--- src/rtl/hsv_core_issue_dispatch_if.sv ---
// rtl/hsv_core_issue_dispatch_if.sv - issue-side and unit-side handshake bundle for the dispatcher
interface hsv_core_issue_dispatch_if #(
  parameter int NUM_UNITS = 4,
  parameter int DATA_W    = 64,
  parameter int SEL_W     = $clog2(NUM_UNITS)
);
  logic                        valid_i;
  logic                        ready_o;
  logic [DATA_W-1:0]           data_i;
  logic [SEL_W-1:0]            unit_i;
  logic [NUM_UNITS-1:0]        valid_o;
  logic [NUM_UNITS-1:0]        ready_i;
  logic [NUM_UNITS*DATA_W-1:0] data_o;

  // master: decode stage plus execution units; slave: the dispatcher
  modport master (
    output valid_i, data_i, unit_i, ready_i,
    input  ready_o, valid_o, data_o
  );

  modport slave (
    input  valid_i, data_i, unit_i, ready_i,
    output ready_o, valid_o, data_o
  );
endinterface

--- src/rtl/hsv_core_issue_dispatch.sv ---
// rtl/hsv_core_issue_dispatch.sv - routes issue transactions to per-unit channels with 2-entry skid buffers
module hsv_core_issue_dispatch #(
  parameter int NUM_UNITS = 4,
  parameter int DATA_W    = 64,
  parameter int SEL_W     = $clog2(NUM_UNITS),
  parameter int CNT_W     = 16
) (
  input  logic                          clk_core,
  input  logic                          rst_core,
  input  logic                          flush_req,
  output logic                          flush_ack,
  hsv_core_issue_dispatch_if.slave      bus,
  output logic                          err_unit_o,
  output logic [CNT_W-1:0]              issue_count_o
);

  logic [NUM_UNITS-1:0] out_valid;
  logic [NUM_UNITS-1:0] skid_valid;
  logic [DATA_W-1:0]    out_data  [NUM_UNITS];
  logic [DATA_W-1:0]    skid_data [NUM_UNITS];

  logic [NUM_UNITS-1:0] sel;
  logic [NUM_UNITS-1:0] accept;
  logic                 unit_valid;

  assign unit_valid = ({1'b0, bus.unit_i} < (SEL_W+1)'(NUM_UNITS));

  for (genvar u = 0; u < NUM_UNITS; u++) begin : g_chan
    assign sel[u] = (bus.unit_i == SEL_W'(u));
    assign bus.data_o[u*DATA_W +: DATA_W] = out_data[u];
  end

  // Channel readiness comes only from registered skid state, so ready_o
  // never sees a combinational path from the units' ready_i.
  assign accept      = (bus.valid_i && !flush_req) ? (sel & ~skid_valid) : '0;
  assign bus.ready_o = !flush_req && (!unit_valid || ((sel & ~skid_valid) != '0));
  assign bus.valid_o = out_valid;

  always_ff @(posedge clk_core) begin
    if (rst_core) begin
      out_valid     <= '0;
      skid_valid    <= '0;
      flush_ack     <= 1'b0;
      err_unit_o    <= 1'b0;
      issue_count_o <= '0;
      for (int u = 0; u < NUM_UNITS; u++) begin
        out_data[u]  <= '0;
        skid_data[u] <= '0;
      end
    end else begin
      flush_ack  <= flush_req;
      err_unit_o <= bus.valid_i && !flush_req && !unit_valid;
      if (accept != '0)
        issue_count_o <= issue_count_o + 1'b1;

      if (flush_req) begin
        out_valid  <= '0;
        skid_valid <= '0;
      end else begin
        for (int u = 0; u < NUM_UNITS; u++) begin
          if (bus.ready_i[u] || !out_valid[u]) begin
            // Skid entry is older than any new input, so it drains first.
            if (skid_valid[u]) begin
              out_data[u]  <= skid_data[u];
              out_valid[u] <= 1'b1;
            end else if (accept[u]) begin
              out_data[u]  <= bus.data_i;
              out_valid[u] <= 1'b1;
            end else begin
              out_valid[u] <= 1'b0;
            end
            skid_valid[u] <= 1'b0;
          end else if (accept[u]) begin
            skid_data[u]  <= bus.data_i;
            skid_valid[u] <= 1'b1;
          end
        end
      end
    end
  end

endmodule

--- src/flat_wrapper.sv ---
// flat-port wrapper written by rule: the top's interface ports become plain ports
module hsv_core_issue_dispatch_flat 
#(
  parameter int NUM_UNITS = 4,
  parameter int DATA_W    = 64,
  parameter int SEL_W     = $clog2(NUM_UNITS),
  parameter int CNT_W     = 16
)
  (clk_core, rst_core, flush_req, flush_ack, err_unit_o, issue_count_o, bus_valid_i, bus_data_i, bus_unit_i, bus_ready_i, bus_ready_o, bus_valid_o, bus_data_o);
  hsv_core_issue_dispatch_if #(.NUM_UNITS(NUM_UNITS), .DATA_W(DATA_W), .SEL_W(SEL_W)) bus_i ();
  input  logic clk_core;
  input  logic rst_core;
  input  logic flush_req;
  output logic flush_ack;
  output logic err_unit_o;
  output logic [CNT_W-1:0] issue_count_o;
  input wire logic [$bits(bus_i.valid_i)-1:0] bus_valid_i;
  input wire logic [$bits(bus_i.data_i)-1:0] bus_data_i;
  input wire logic [$bits(bus_i.unit_i)-1:0] bus_unit_i;
  input wire logic [$bits(bus_i.ready_i)-1:0] bus_ready_i;
  output wire logic [$bits(bus_i.ready_o)-1:0] bus_ready_o;
  output wire logic [$bits(bus_i.valid_o)-1:0] bus_valid_o;
  output wire logic [$bits(bus_i.data_o)-1:0] bus_data_o;
  assign bus_i.valid_i = bus_valid_i;
  assign bus_i.data_i = bus_data_i;
  assign bus_i.unit_i = bus_unit_i;
  assign bus_i.ready_i = bus_ready_i;
  assign bus_ready_o = bus_i.ready_o;
  assign bus_valid_o = bus_i.valid_o;
  assign bus_data_o = bus_i.data_o;
  hsv_core_issue_dispatch #(.NUM_UNITS(NUM_UNITS), .DATA_W(DATA_W), .SEL_W(SEL_W), .CNT_W(CNT_W)) u_core (.clk_core(clk_core), .rst_core(rst_core), .flush_req(flush_req), .flush_ack(flush_ack), .bus(bus_i), .err_unit_o(err_unit_o), .issue_count_o(issue_count_o));
endmodule
--- config.mk ---
export PLATFORM = sky130hd
export DESIGN_NAME = hsv_core_issue_dispatch_flat
export DESIGN_NICKNAME = d
export VERILOG_FILES = /design/src/rtl/hsv_core_issue_dispatch_if.sv /design/src/rtl/hsv_core_issue_dispatch.sv /design/src/flat_wrapper.sv
export SDC_FILE = /design/constraint.sdc
export NUM_CORES = 1
export LEC_CHECK = 0
export ABC_CLOCK_PERIOD_IN_PS = 7650
export CAP_MARGIN = 20
export CELL_PAD_IN_SITES_DETAIL_PLACEMENT = 0
export CELL_PAD_IN_SITES_GLOBAL_PLACEMENT = 1
export CORE_ASPECT_RATIO = 1.2
export CORE_MARGIN = 4
export CORE_UTILIZATION = 44
export DETAILED_ROUTE_END_ITERATION = 16
export HOLD_SLACK_MARGIN = 0.1
export PLACE_DENSITY_LB_ADDON = 0.25
export SYNTH_ARGS = -nofsm -noshare
export SYNTH_HDL_FRONTEND = slang
export SYNTH_SLANG_ARGS = --single-unit
--- constraint.sdc ---
create_clock -name clk_core -period 7.65 [get_ports clk_core]
set_input_delay 1.53 -clock clk_core [delete_from_list [all_inputs] [get_ports clk_core]]
set_output_delay 1.53 -clock clk_core [all_outputs]
set_load 0.02 [all_outputs]
# Word-level counts from Yosys, hierarchy flattened
# Memory sizes are Yosys's and may differ from the RTL's.
# Cells that the tools add are included.
[word_totals]
register_bits = 25
latchBits = 0
mem_bits_rw = 512
mem_bits_ro = 0
input_bits = 74
out_inout_bits = 279
word_cells = 128
n_memories = 2
[mem_list]
columns = ["name", "depth", "word_bits", "rd", "rd_clocked_by_memory_dff", "write_ports", "line_no", "text"]
rows = [
  ["u_core.out_data", 4, 64, 4, 0, 4, "hsv_core_issue_dispatch.sv:19", "logic [DATA_W-1:0] out_data [NUM_UNITS];"],
  ["u_core.skid_data", 4, 64, 4, 0, 4, "hsv_core_issue_dispatch.sv:20", "logic [DATA_W-1:0] skid_data [NUM_UNITS];"],
]
[classes]
n_addsub = 1
n_mul = 0
n_div = 0
n_lt_le_gt_ge = 0
eq_ne = 3
shift = 0
n_mux = 79
n_bitwise = 14
reduce_logical = 19
[op_table]
columns = ["cell", "n"]
rows = [
  ["64-bit 2-to-1 mux", 12],
  ["1-bit 2-to-1 mux", 66],
  ["16-bit by 1-bit adder with 16-bit output (second input constant)", 1],
  ["1-bit bitwise OR", 12],
  ["3-bit OR reduction", 4],
  ["4-bit nonzero test", 2],
  ["1-bit logical NOT", 5],
  ["4-bit bitwise AND", 1],
  ["2-bit equality test (second input constant)", 2],
  ["1-bit logical OR", 4],
  ["4-bit 2-to-1 mux", 1],
  ["4-bit inverter", 1],
  ["2-bit by 1-bit equality test with 1-bit output (second input constant)", 1],
  ["1-bit logical AND", 2],
  ["2-bit logical NOT", 1],
  ["2-bit OR reduction", 1],
]

# Longest topological paths before layout
# Gate-level depths: netlist (run 1).
[logic_depth]
depth_word = 10
depth_mapped = 7
depth_no_buf = 4

# Worst setup path before layout (run 1)
# No wires, ideal clock.
[synth_path]
path_type = "input-to-reg"
from = "input port bus_unit_i[0]"
to = "memory u_core.out_data[2][0], enable pin"
setup_time_ps = 574
t_arrival_ps = 6630
required_time_ps = 7076
slack_ps = 445
path_stages = 3
n_path_buf = 1
path_cell_list = "buf_4 > or3_1 > o21ai_0"
[synth_rtl]
columns = ["element", "line_no", "text"]
rows = [
  ["from (decl)", "flat_wrapper.sv:19", "input wire logic [$bits(bus_i.unit_i)-1:0] bus_unit_i;"],
  ["to (decl)", "hsv_core_issue_dispatch.sv:19", ""],
]

# Worst setup path after layout (run 1)
[layout_path]
from = "input port bus_unit_i[1]"
to = "output port bus_ready_o"
[layout_between]
elab_chain_len = 4
word_cells_on_any_way = 7
cone_classes = "3 x eq/ne; 1 x bitwise; 3 x reduce/logical"
[layout_lines]
columns = ["element", "line_no", "text"]
rows = [
  ["2-bit by 1-bit equality test with 1-bit output (tied with other cells)", "hsv_core_issue_dispatch.sv:29", "assign sel[u] = (bus.unit_i == SEL_W'(u));"],
  ["4-bit bitwise AND *", "hsv_core_issue_dispatch.sv:36", "assign bus.ready_o = !flush_req && (!unit_valid || ((sel & ~skid_valid) != '0));"],
  ["4-bit nonzero test *", "hsv_core_issue_dispatch.sv:36", ""],
  ["1-bit logical AND *", "hsv_core_issue_dispatch.sv:36", ""],
  ["to (decl)", "flat_wrapper.sv:21", "output wire logic [$bits(bus_i.ready_o)-1:0] bus_ready_o;"],
]
# Every way passes the cells marked *; elsewhere a longest branch is shown, timed or not.

==> impl_metrics.tcl, run 1 <==
set metrics [dict create \
    cellPowerDensity_nw_per_um2 238 \
    synth-seq-area-share_pct 75.6 \
    path_cells "clkdlybuf4s50_1, mux4_1, nor2_1, clkdlybuf4s50_1" \
    ys_ff_latch 537 \
    num_vias 12300 \
    rsz0062_at_grt "no" \
    via_per_inst 5.41 \
    gp_congestion 0.782 \
    slew_violations 0 \
    worstHoldPathCells 2 \
    fp-row-count 87 \
    ff2ff_setup_slack_ps 4730 \
    synthCells 1265 \
    worstPathRequired_ps 6120 \
    path_clk_slew_ps 60 \
    avgSynthCellArea_um2 16.6 \
    pin_count 353 \
    worstMarginPinSlew_ps 1030 \
    power_mw 6.37 \
    critical_path_buf_inv_count 2 \
    critPathKind "input port to output port" \
    crit_cells 4 \
    ant_nets 0 \
    antenna_found_initial 0 \
    post-cts-setup-buffers 0 \
    finalHoldViolations 0 \
    dieArea_um2 51300 \
    final_nets 1680 \
    numPortBuffers 351 \
    die_w_um 207 \
    hold_buffers 0 \
    synth_top_area_cell "edfxtp_1" \
    period_share_pct 64.7 \
    ctsHtreeMaxLevel 2 \
    area_growth_pct 27.6 \
    ff2ff_path_depth 6 \
    grt_pass1_vias 12100 \
    dr.pass1.iters 5 \
    hold-worst-slack_ps 497 \
    cts_tree "built" \
    synth.net_count 1340 \
    cts_buffers 52 \
    netlist_area_um2 21000 \
    grt_pass1_wl_um 79100 \
    path_max_fanout 3 \
    layout-drive-gt1-share_pct 6.94 \
    startpoint_type "input port" \
    finalSetupViolations 0 \
    leakage_nw 9.46 \
    worstPathArrival_ps 3420 \
    routed_wl_um 54300 \
    grt_usage_pct 20.4 \
    die_h_um 247 \
    start_util_pct 44.6 \
    path_common_cell "clkdlybuf4s50_1" \
    clockRootBuffer "clkbuf_16" \
    wl_per_cell_um 23.9 \
    gr-total-overflow 0 \
    endpoint_kind "output port" \
    ys_types 41 \
    irDropWorstVdd_uv 167 \
    crit_path_top_delay_cell "clkdlybuf4s50_1" \
    slowest_delay_ps 630 \
    grt_max_degree 66 \
    cts.repair.resized 0 \
    max_slew_margin_pct 31.3 \
    cp_top_family "buffers and inverters" \
    final_core_util_pct 56.9 \
    drc_errors 0 \
    synth_warnings 0 \
    cts_sinks 537 \
    hold_class "register to register" \
    finalCriticalPeriod_ps 4950 \
    dp.final_hpwl_um 33400 \
    synth_top_area_share_pct 73.2 \
    diodes 0 \
    fin_skew_ps 13.3 \
    yosys-top-cells-area "edfxtp_1 73%, a22o_1 11%, and2_1 7.6%" \
    drv_cap 0 \
    place_ws_ps 2680 \
    fin_ws_ps 2700 \
    cts_buffer_depth 3 \
    clock_latency_ps 580 \
    core_um2 47100 \
    setup_tns_ps 0 \
    status "finished clean" \
    fmax_mhz 202 \
    first_iter_violations 954 \
]
-- kinds of logic (layout without fill, tap and decap cells) --
family / after synthesis / in the layout / share of synthesized area (%)
flops: 537 / 537 / 75.6
simple gates: 336 / 336 / 10.2
compound gates: 295 / 295 / 11.8
buf+inv: 88 / 466 / 1.97
mux: 6 / 6 / 0.381
fa+ha+maj: 1 / 1 / 0.0596
other cells: 1 / 1 / 0.0179
xor+xnor: 1 / 1 / 0.0417
-- registers in the layout, indices dropped and copies added, names as in the netlist --
register and cells:
u_core.bus.valid_o 4, u_core.flush_ack 1, u_core.out_data 256, u_core.skid_valid 4, u_core.skid_data 256, u_core.issue_count_o 16
-- path summary, 6_finish.rpt --
| path | start | end |
|---|---|---|
| min reg2reg | u_core.issue_count_o[15] | u_core.issue_count_o[15] |
| min | u_core.issue_count_o[15] | u_core.issue_count_o[15] |
| max | bus_unit_i[1] | bus_ready_o |
| max reg2reg | u_core.bus.valid_o[1] | u_core.out_data[1][30] |
-- cell usage after synthesis (all sizes together) --
cell type	instances
a21oi	19
mux2i	2
nand3	9
o21ai	6
nor3	14
or3	4
nor4	1
buf	30
and2	256
or3b	1
mux2	3
conb	1
ha	1
nand3b	2
a22o	256
inv	1
or2	2
o31ai	9
xor2	1
nand4	2
nor3b	1
dfxtp	25
edfxtp	512
nand2	5
mux4	1
nor2	10
and3	3
o21bai	4
or4	10
clkbuf	57
nor2b	9
and4	2
nand2b	5
a2bb2oi	1
-- layout make-up --
class | instances | area, µm²
Inverter | 1 | 3.75
Clock buffer | 67 | 1380
Multi-Input combinational cell | 640 | 4840
Timing Repair Buffer | 373 | 3710
Sequential cell | 537 | 15900
Fill cell | 3696 | 20300
Tap cell | 623 | 779
Clock inverter | 25 | 216
-- metrics by stage --
stage	std cells	cell area [µm²]
floorplan	1265	21000
CTS	2265	26800
finish	2266	26800
global placement	2172	25200
global route	2266	26800
detailed placement	2173	25200
-- report_power, final --
part / internal (mW) / switching [mW] / total, mW
clock network: 1.40 / 1.05 / 2.44
logic: 0.206 / 0.308 / 0.514
registers: 3.35 / 0.0566 / 3.41
-- tightest hold or removal path: cells and delay by family, from the launching register on --
family | cells | cell delay, ps
flops | 1 | 320
compound gates | 2 | 130
-- placed cells by master (no fill, tap or decap), types with 5 or more instances in the layout --
cell type,instances
edfxtp_1,512
clkdlybuf4s50_1,350
nor3_1,5
buf_4,20
nand2_1,5
dfxtp_1,25
nand2b_1,5
a22o_1,256
nor3_4,8
clkbuf_16,53
clkinv_1,13
or4_1,9
nor2_1,10
o31ai_1,9
clkbuf_1,14
and2_1,256
nand3_1,9
a21oi_1,19
nor2b_1,9
-- routing by layer --
metal,track usage (%),part of all wire (%),vias up
met5,0,0,-
met4,6.01,2.6,0
met3,4.73,6.4,76
met2,35.8,52,384
met1,25.3,39,6203
li1,-,-,5602
(Power assumes the default switching activity.)
==> run 2, diff against run 1 <==
- ABC_CLOCK_PERIOD_IN_PS: 7650 -> 5000
- clock period: 7.65 -> 5 ns (I/O delays scaled with it)
==> run 2 against run 1 <==
Global-route usage grew 0.10 points; sequential share of layout area grew 0.089 points; count of clock-buffer cells in the layout is the same; register-to-register slack lost 2100 ps; critical path depth is the same; sequential cell count is the same; die area is the same; via count grew 0.52%; combinational power grew 53%; clock skew shrank 2.6 ps; non-clock buffer count grew 6.
==> impl_metrics.tcl, run 2 (synthesis gave the netlist of run 1 again) <==
set metrics [dict create \
    status "finished clean" \
    timing.rr.start "u_core.bus.valid_o[1]" \
    routed_wl_um 54300 \
    cts_sinks 537 \
    wl_per_cell_um 23.9 \
    fp-row-count 87 \
    numPortBuffers 351 \
    worstPathRequired_ps 4000 \
    num_vias 12300 \
    worstPathArrival_ps 2910 \
    finalCriticalPeriod_ps 3910 \
    grt_pass1_vias 12100 \
    pin_count 353 \
    top_regs "u_core.out_data x256, u_core.skid_data x256, u_core.issue_count_o x16" \
    dp.final_hpwl_um 33300 \
    endpoint_kind "output port" \
    dieArea_um2 51300 \
    cellPowerDensity_nw_per_um2 360 \
    cts_buffers 52 \
    final_cell_mix "512 x edfxtp_1, 350 x clkdlybuf4s50_1, 256 x a22o_1, 256 x and2_1, 53 x clkbuf_16" \
    clock_latency_ps 570 \
    rsz0062_at_grt "no" \
    clockRootBuffer "clkbuf_16" \
    cts_buffer_depth 3 \
    hold_buffers 0 \
    worstMarginPinSlew_ps 1090 \
    layout-drive-gt1-share_pct 7.28 \
    slew_violations 0 \
    dr.pass1.iters 5 \
    grt_usage_pct 20.5 \
    startpoint "bus_unit_i[1]" \
    path_max_fanout 3 \
    core_um2 47100 \
    setup_tns_ps 0 \
    hold_class "register to register" \
    diodes 0 \
    via_per_inst 5.43 \
    first_iter_violations 804 \
    ff_latch_area_um2 15900 \
    irDropWorstVdd_uv 292 \
    layout_commonest_cell "edfxtp_1" \
    min_from "u_core.issue_count_o[15]" \
    ctsHtreeMaxLevel 2 \
    gp_congestion 0.782 \
    nFillCells 3731 \
    ff2ff_setup_slack_ps 2590 \
    startpoint_type "input port" \
    fin_skew_ps 10.7 \
    grt_pass1_wl_um 80000 \
    drc_errors 0 \
    final_nets 1686 \
    die_w_um 207 \
    drv_cap 0 \
    area_growth_pct 27.4 \
    antenna_found_initial 2 \
    leakage_nw 9.46 \
    max_slew_margin_pct 27.2 \
    gr-total-overflow 0 \
    post-cts-setup-buffers 0 \
    path_clk_slew_ps 60 \
    critPathKind "input port to output port" \
    cts_tree "built" \
    cts.repair.resized 0 \
    finalSetupViolations 0 \
    die_h_um 247 \
    grt_max_degree 65 \
    hold-worst-slack_ps 490 \
    ant_nets 0 \
    multi_input_area_um2 4840 \
    start_util_pct 44.6 \
    period_share_pct 78.3 \
    fmax_mhz 255 \
    finalHoldViolations 0 \
]
run 2: cell count changes in the layout (fill, tap and decap cells not counted), moves of 2 or more:
cell	before	now
inv_6	0	2
bufinv_16	4	2
buf_4	20	28
clkinv_2	4	6
run 2: area by class of cell:
class,count,share of cell area [%]
sequential,537,59.3
multi-input combinational,640,18.1
timing repair buffer,379,13.9
clock buffer,67,5.15
tap,623,2.91
clock inverter,24,0.626
inverter,1,0.0140
run 2: path summary, 6_finish.rpt:
| check | to | depth (start not counted) |
|---|---|---|
| max | bus_ready_o | 4 |
| min | u_core.issue_count_o[15] | 2 |
| max reg2reg | u_core.out_data[1][25] | 6 |
| min reg2reg | u_core.issue_count_o[15] | 2 |
run 2: critical path: stages:
cell             delay (ps)
clkdlybuf4s50_1         580
mux4_1                  600
nor2_1                  120
clkdlybuf4s50_1         620
run 2: power breakdown:
| part | internal [mW] | switching (mW) |
|---|---|---|
| clock network | 2.04 | 1.60 |
| logic | 0.315 | 0.473 |
| registers | 5.13 | 0.0840 |
run 2: metrics by stage:
step	cells	setup WS (ps)	util [%]	power (mW)	instance area (µm²)
2_1_floorplan	1265	19.5	-	5.60	21000
3_3_place_gp	2180	1080	53.5	6.10	25200
3_5_place_dp	2180	1090	53.5	6.11	25200
4_1_cts	2271	1060	56.8	9.75	26800
5_1_grt	2271	1020	56.8	9.95	26800
6_report	2271	1090	56.8	9.64	26800
run 2: layer usage:
layer / track usage [%] / vias to the layer above / wire, µm
met4: 6.96 / 4 / 1770
li1: - / 5629 / -
met3: 4.02 / 94 / 3340
met5: 0 / - / 27
met1: 27.0 / 6175 / 22100
met2: 34.3 / 427 / 27000
